File: src/rtl/parity_pkg.sv
// ============================================================================
// Module  : parity_pkg
// Purpose : Shared constants for the parity_stream block: parity mode
//           encodings, the frame bit index that carries parity, and the
//           depth of the generator frame FIFO.
// Ports   : none (package)
// Macros  : none
// Rev     : 1.0  initial release
// ============================================================================
`default_nettype none

package parity_pkg;

  // Parity mode encodings used by parity_odd / chk_odd
  localparam logic PAR_EVEN   = 1'b0;
  localparam logic PAR_ODD    = 1'b1;

  // Frame layout: parity in bit 0, payload above it
  localparam int   PARITY_BIT = 0;

  // Generator frame FIFO depth
  localparam int   FIFO_DEPTH = 2;

endpackage

`default_nettype wire

File: src/rtl/parity_stream_if.sv
// ============================================================================
// Module  : parity_stream_if
// Purpose : Bundles the generator handshake, checker inputs and error
//           counter signals of parity_stream.
// Ports   : master - drives in_valid/in_data/parity_odd/out_ready,
//                    chk_valid/chk_frame/chk_odd, err_clr
//           slave  - drives in_ready, out_valid/out_frame, chk_err, err_cnt
// Macros  : none
// Rev     : 1.0  initial release
// ============================================================================
`default_nettype none

interface parity_stream_if #(
  parameter int WIDTH     = 8,
  parameter int ERR_CNT_W = 16
);

  // Generator input side
  logic                 in_valid;
  logic                 in_ready;
  logic [WIDTH-1:0]     in_data;
  logic                 parity_odd;

  // Generator output side
  logic                 out_valid;
  logic                 out_ready;
  logic [WIDTH:0]       out_frame;

  // Checker
  logic                 chk_valid;
  logic [WIDTH:0]       chk_frame;
  logic                 chk_odd;
  logic                 chk_err;

  // Error counter
  logic                 err_clr;
  logic [ERR_CNT_W-1:0] err_cnt;

  modport master (
    output in_valid, in_data, parity_odd, out_ready,
    output chk_valid, chk_frame, chk_odd, err_clr,
    input  in_ready, out_valid, out_frame, chk_err, err_cnt
  );

  modport slave (
    input  in_valid, in_data, parity_odd, out_ready,
    input  chk_valid, chk_frame, chk_odd, err_clr,
    output in_ready, out_valid, out_frame, chk_err, err_cnt
  );

endinterface

`default_nettype wire

File: src/rtl/parity_calc.sv
// ============================================================================
// Module  : parity_calc
// Purpose : Combinational parity bit for a WIDTH-bit word. Even mode makes
//           the total ones-count of {data, parity} even, odd mode makes it
//           odd.
// Ports   : i_data   - payload word
//           i_odd    - 0 = even parity, 1 = odd parity
//           o_parity - parity bit to append
// Macros  : none
// Rev     : 1.0  initial release
// ============================================================================
`default_nettype none

module parity_calc
  import parity_pkg::*;
#(
  parameter int WIDTH = 8
) (
  input  wire logic [WIDTH-1:0] i_data,
  input  wire logic             i_odd,
  output logic                  o_parity
);

  assign o_parity = (i_odd == PAR_ODD) ? ~^i_data : ^i_data;

endmodule

`default_nettype wire

File: src/rtl/parity_stream.sv
// ============================================================================
// Module  : parity_stream
// Purpose : Parity framing generator with a 2-entry output FIFO plus an
//           independent registered parity checker and optional saturating
//           error counter.
// Ports   : clk    - rising-edge clock
//           reset  - synchronous active-high reset
//           bus    - parity_stream_if.slave (generator in/out handshakes,
//                    checker frame input, chk_err, err_clr, err_cnt)
// Macros  : PARITY_ERR_CNT_EN - when defined, err_cnt counts detected
//           errors (saturating) and err_clr clears it; otherwise err_cnt
//           is tied to 0 and err_clr is ignored.
// Rev     : 1.0  initial release
// ============================================================================
`default_nettype none

module parity_stream
  import parity_pkg::*;
#(
  parameter int WIDTH     = 8,
  parameter int ERR_CNT_W = 16
) (
  input  wire logic      clk,
  input  wire logic      reset,
  parity_stream_if.slave bus
);

  localparam int c_FRAME_W = WIDTH + 1;

  // --------------------------------------------------------------------------
  // Generator: parity bit for the incoming word, sampled with the push so a
  // later parity_odd change never touches frames already buffered.
  // --------------------------------------------------------------------------
  logic                 w_gen_par;
  logic [c_FRAME_W-1:0] w_gen_frame;

  parity_calc #(.WIDTH(WIDTH)) u_gen_calc (
    .i_data   (bus.in_data),
    .i_odd    (bus.parity_odd),
    .o_parity (w_gen_par)
  );

  assign w_gen_frame = {bus.in_data, w_gen_par};

  // --------------------------------------------------------------------------
  // 2-entry frame FIFO. in_ready depends only on occupancy, so there is no
  // combinational path from out_ready to in_ready; a full FIFO therefore
  // takes one cycle after a pop to accept again.
  // --------------------------------------------------------------------------
  logic [c_FRAME_W-1:0] r_mem [FIFO_DEPTH];
  logic                 r_rd_ptr;
  logic                 r_wr_ptr;
  logic [1:0]           r_count;
  logic                 w_in_ready;
  logic                 w_out_valid;
  logic                 w_push;
  logic                 w_pop;

  assign w_in_ready  = (r_count < 2'(FIFO_DEPTH));
  assign w_out_valid = (r_count != 2'd0);
  assign w_push      = bus.in_valid & w_in_ready;
  assign w_pop       = w_out_valid & bus.out_ready;

  always_ff @(posedge clk) begin
    if (reset) begin
      r_rd_ptr <= 1'b0;
      r_wr_ptr <= 1'b0;
      r_count  <= 2'd0;
    end else begin
      if (w_push) r_wr_ptr <= ~r_wr_ptr;
      if (w_pop)  r_rd_ptr <= ~r_rd_ptr;
      case ({w_push, w_pop})
        2'b10:   r_count <= r_count + 2'd1;
        2'b01:   r_count <= r_count - 2'd1;
        default: r_count <= r_count;
      endcase
    end
  end

  // Storage needs no reset: the output is masked while the FIFO is empty.
  always_ff @(posedge clk) begin
    if (!reset && w_push) begin
      r_mem[r_wr_ptr] <= w_gen_frame;
    end
  end

  assign bus.in_ready  = w_in_ready;
  assign bus.out_valid = w_out_valid;
  assign bus.out_frame = w_out_valid ? r_mem[r_rd_ptr] : '0;

  // --------------------------------------------------------------------------
  // Checker: recompute the parity of the received payload in the requested
  // mode and compare with the received parity bit; result is registered.
  // --------------------------------------------------------------------------
  logic w_chk_par;
  logic w_chk_err_det;
  logic r_chk_err;

  parity_calc #(.WIDTH(WIDTH)) u_chk_calc (
    .i_data   (bus.chk_frame[WIDTH:PARITY_BIT+1]),
    .i_odd    (bus.chk_odd),
    .o_parity (w_chk_par)
  );

  assign w_chk_err_det = bus.chk_valid & (w_chk_par != bus.chk_frame[PARITY_BIT]);

  always_ff @(posedge clk) begin
    if (reset) begin
      r_chk_err <= 1'b0;
    end else begin
      r_chk_err <= w_chk_err_det;
    end
  end

  assign bus.chk_err = r_chk_err;

  // --------------------------------------------------------------------------
  // Error counter. It is updated on the same edge that raises chk_err, so
  // err_cnt already includes an error when its chk_err pulse is visible.
  // A clear coinciding with a detected error leaves a count of one.
  // --------------------------------------------------------------------------
`ifdef PARITY_ERR_CNT_EN
  logic [ERR_CNT_W-1:0] r_err_cnt;

  always_ff @(posedge clk) begin
    if (reset) begin
      r_err_cnt <= '0;
    end else if (bus.err_clr) begin
      r_err_cnt <= ERR_CNT_W'(w_chk_err_det);
    end else if (w_chk_err_det && (r_err_cnt != {ERR_CNT_W{1'b1}})) begin
      r_err_cnt <= r_err_cnt + 1'b1;
    end
  end

  assign bus.err_cnt = r_err_cnt;
`else
  logic w_unused_err_clr;

  assign w_unused_err_clr = bus.err_clr;
  assign bus.err_cnt      = '0;
`endif

endmodule

`default_nettype wire

File: src/flat_wrapper.sv
// flat-port wrapper written by rule: the top's interface ports become plain ports
module parity_stream_flat import parity_pkg::*;
#(
  parameter int WIDTH     = 8,
  parameter int ERR_CNT_W = 16
)
  (clk, reset, bus_in_valid, bus_in_data, bus_parity_odd, bus_out_ready, bus_chk_valid, bus_chk_frame, bus_chk_odd, bus_err_clr, bus_in_ready, bus_out_valid, bus_out_frame, bus_chk_err, bus_err_cnt);
  parity_stream_if #(.WIDTH(WIDTH), .ERR_CNT_W(ERR_CNT_W)) bus_i ();
  input  wire logic clk;
  input  wire logic reset;
  input wire logic [$bits(bus_i.in_valid)-1:0] bus_in_valid;
  input wire logic [$bits(bus_i.in_data)-1:0] bus_in_data;
  input wire logic [$bits(bus_i.parity_odd)-1:0] bus_parity_odd;
  input wire logic [$bits(bus_i.out_ready)-1:0] bus_out_ready;
  input wire logic [$bits(bus_i.chk_valid)-1:0] bus_chk_valid;
  input wire logic [$bits(bus_i.chk_frame)-1:0] bus_chk_frame;
  input wire logic [$bits(bus_i.chk_odd)-1:0] bus_chk_odd;
  input wire logic [$bits(bus_i.err_clr)-1:0] bus_err_clr;
  output wire logic [$bits(bus_i.in_ready)-1:0] bus_in_ready;
  output wire logic [$bits(bus_i.out_valid)-1:0] bus_out_valid;
  output wire logic [$bits(bus_i.out_frame)-1:0] bus_out_frame;
  output wire logic [$bits(bus_i.chk_err)-1:0] bus_chk_err;
  output wire logic [$bits(bus_i.err_cnt)-1:0] bus_err_cnt;
  assign bus_i.in_valid = bus_in_valid;
  assign bus_i.in_data = bus_in_data;
  assign bus_i.parity_odd = bus_parity_odd;
  assign bus_i.out_ready = bus_out_ready;
  assign bus_i.chk_valid = bus_chk_valid;
  assign bus_i.chk_frame = bus_chk_frame;
  assign bus_i.chk_odd = bus_chk_odd;
  assign bus_i.err_clr = bus_err_clr;
  assign bus_in_ready = bus_i.in_ready;
  assign bus_out_valid = bus_i.out_valid;
  assign bus_out_frame = bus_i.out_frame;
  assign bus_chk_err = bus_i.chk_err;
  assign bus_err_cnt = bus_i.err_cnt;
  parity_stream #(.WIDTH(WIDTH), .ERR_CNT_W(ERR_CNT_W)) u_core (.clk(clk), .reset(reset), .bus(bus_i));
endmodule
File: config.mk
export PLATFORM = sky130hd
export DESIGN_NAME = parity_stream_flat
export DESIGN_NICKNAME = d
export VERILOG_FILES = /design/src/rtl/parity_pkg.sv /design/src/rtl/parity_stream_if.sv /design/src/rtl/parity_calc.sv /design/src/rtl/parity_stream.sv /design/src/flat_wrapper.sv
export SDC_FILE = /design/constraint.sdc
export NUM_CORES = 1
export LEC_CHECK = 0
export CAP_MARGIN = 20
export CORE_AREA = 2 2 66 49
export DETAILED_ROUTE_END_ITERATION = 10
export DIE_AREA = 0 0 68 51
export PLACE_DENSITY_LB_ADDON = 0.3
export SLEW_MARGIN = 25
export SYNTH_ARGS = -nofsm -noshare
export SYNTH_HDL_FRONTEND = slang
export SYNTH_HIERARCHICAL = 1
export SYNTH_SLANG_ARGS = --single-unit
File: constraint.sdc
create_clock -name clk -period 4.6 [get_ports clk]
set_input_delay 0.69 -clock clk [delete_from_list [all_inputs] [get_ports clk]]
set_output_delay 0.69 -clock clk [all_outputs]
set_load 0.03 [all_outputs]
==> results.tsv <==
stage	metric	value	unit
worst_setup_path	Req. time, crit path	3.91	ns
grt	overflow left after global routing	0	
min_path	type of the most critical hold path	flop to flop	
cells_and_area	Layout area overhead	32.5	%
detailed_routing	routed wire length	1.88	mm
floorplan	Chip Width	68	µm
clock_network	Max clock buf depth	2	
clock_network	clock root buffer	clkbuf_8	
grt	first-pass GRT wire length	3.15	mm
floorplan	starting density of the core	41.4	%
placement	HPWL Detailed	1.43	mm
floorplan	Die ar.	0.00347	mm²
clock_network	Setup Fix Bufs, Post-CTS	0	
grt	pin count of the biggest net entering global routing	14	
detailed_routing	post-route ant nets	0	
cells_and_area	# diodes	0	
cells_and_area	fin cells	173	
cells_and_area	most frequent cells in the layout	clkdlybuf4s50_1 (35), edfxtp_1 (18), conb_1 (16), nor2_1 (14), xnor2_1 (10)	
cells_and_area	layout cells sized above 1	5.93	%
floorplan	Ports	53	
timing	Pins Over Slew Limit	0	
timing	RSZ-0062 raised after global routing	false	
clock_network	clock insertion delay at the later pin of the skew report	0.26	ns
logic_synthesis	Primary FF master, synth	edfxtp_1	
timing	minimum clock period	2.62	ns
timing	relative slew slack	53.3	%
cells_and_area	commonest non-fill, non-tap cell in the layout	clkdlybuf4s50_1	
timing	Min Hold Slack	0.515	ns
logic_synthesis	Post-synth EDFFs	18	
clock_network	CTS tree	done	
pwr	peak supply drop	255	µV
floorplan	core area	0.00294	mm²
timing	Clock Skew	0.00195	ns
timing	fmax	382	MHz
placement	Cells after DPL	169	
worst_setup_path	WP data arrival	1.93	ns
clock_network	clock sink count	24	
clock_network	Post-CTS Resized	0	
grt	initial antenna violation count	0	
worst_setup_path	CP Max Fanout	10	
clock_network	# hold bufs at CTS	0	
pwr	LEAKAGE	0.000615	µW
pwr	P per Cell Area	532	mW/mm²
placement	Placer Congestion	0.684	
logic_synthesis	Yosys top cell area share	44.4	%
logic_synthesis	Mapped Avg Cell Area	12.5	µm²
clock_network	H-Tree Depth	1	
logic_synthesis	synthesis warning total	6	
min_path	WHS Path Cells	2	
logic_synthesis	top cell type by total area after synthesis	edfxtp_1	
logic_synthesis	Mapped Cells	97	
logic_synthesis	Seq/Total Area, Yosys	54.3	%
logic_synthesis	synthesized cell area	0.00122	mm²
cells_and_area	Layout Nets	162	
clock_network	total CTS buffers	3	
timing	post-route setup TNS	0	ns
timing	Fin. Hold Viols	0	
detailed_routing	Routed WL per cell	10.8	µm
floorplan	row count	17	
timing	fin crit share	56.9	%
logic_synthesis	FFs w/ async S/R, synth	0	%
worst_setup_path	CP Capture Type	output port	
detailed_routing	DR pass1 iterations	4	
floorplan	die height	51	µm
worst_setup_path	Worst setup SP type	flop	
outcome	run status	finished clean	
placement	Port Buf Inserts	35	
clock_network	CTS clk-pin slew, worst paths	0.08	ns
detailed_routing	via count	749	
logic_synthesis	post-synth cell types	20	
timing	Worst-Margin Slew	0.697	ns
run	max-cap violation count	0	
grt	GRT Util Overall	12.6	%
logic_synthesis	Synth area leaders	edfxtp_1 (44%), dfxtp_1 (9.9%), buf_4 (9.9%), mux2i_1 (7.4%), xnor2_1 (7.2%)	
timing	setup violators final	0	
timing	Final WS setup	1.98	ns
worst_setup_path	Setup CP Type	flop to output port	
grt	number of global-route vias before repair	731	
placement	dpl ws	2.24	ns
logic_synthesis	synthesized flop and latch total	24	
worst_setup_path	Worst R2R Path Depth	5	
detailed_routing	DR iter-0 viols	9	
detailed_routing	Via density	4.33	
detailed_routing	drt drc	0	
-- logic make-up (layout without fill, tap and decap cells) --
kind of cell             after synthesis  after routing  synth area share (%)
AND/OR/NAND/NOR                       19             19                  7.00
buffers and inverters                 21             44                  11.5
adder cells (fa/ha/maj)                1              1                  1.03
flip-flops                            24             24                  54.3
other                                  1             16                 0.308
AO/OA/AOI/OAI                          3              3                  1.23
multiplexers                           9              9                  7.41
XOR/XNOR                              19             19                  17.2
-- metrics by stage --
| step | util [%] | total power (µW) | instance area (µm²) |
|---|---|---|---|
| final | 54.9 | 857 | 1610 |
| after global routing | 54.9 | 912 | 1610 |
| after CTS | 54.9 | 868 | 1610 |
| after detailed placement | 53.0 | 727 | 1560 |
| after global placement | 53.0 | 721 | 1560 |
| after floorplan | - | 582 | 1270 |
-- power by group --
part | switching, µW | total, µW | leakage, µW | internal, µW
sequential | 32.4 | 306 | 0.000214 | 273
combinational | 232 | 414 | 0.000372 | 181
clock | 61.6 | 138 | 0.0000288 | 76.3
total | 326 | 857 | 0.000615 | 531
-- area by class of cell --
type                    count  area, µm²
fillers                   260       1320
flip-flops and latches     24        661
multi-input cells          67        472
repair buffers             37        365
clock buffers               4       55.1
well taps                  38       47.5
inverters                   3       11.3
-- critical path: stages, from the launching register on --
cell and delay (ns):
dfxtp_1 0.35, nor2_1 0.56, nor2_1 0.13, clkdlybuf4s50_1 0.63
-- registers in the layout, indices dropped and copies added, names as in the netlist, named ones only --
| signal | cells |
|---|---|
| u_core/r_mem | 18 |
| u_core/r_count | 2 |
| u_core/bus.chk_err | 1 |
| u_core/r_rd_ptr | 1 |
| u_core/r_wr_ptr | 1 |
-- synthesized netlist by cell type (all sizes together) (2+ instances only) --
library cell and n:
buf 17, dfxtp 6, edfxtp 18, inv 3, mux2i 9, nor2 14, nor3b 2, o21ai 2
xnor2 12, xnor3 2, xor2 5
-- metal layers --
layer  up-vias  global-route usage (%)  part of all wire (%)
li1        368                       -                     -
met1       344                    15.1                    42
met2        33                    20.9                    49
met3         4                    3.96                   7.8
met4         0                    5.00                  0.85
met5         -                       0                     0
-- worst paths after layout --
check	start	endpoint	slack, ns
min reg2reg	u_core/r_rd_ptr	u_core/r_rd_ptr	0.51
min	u_core/r_rd_ptr	u_core/r_rd_ptr	0.51
max reg2reg	u_core/r_count[0]	u_core/r_count[1]	2.97
max	u_core/r_count[0]	bus_out_frame[6]	1.98
Power figures use the tool's default switching activity.
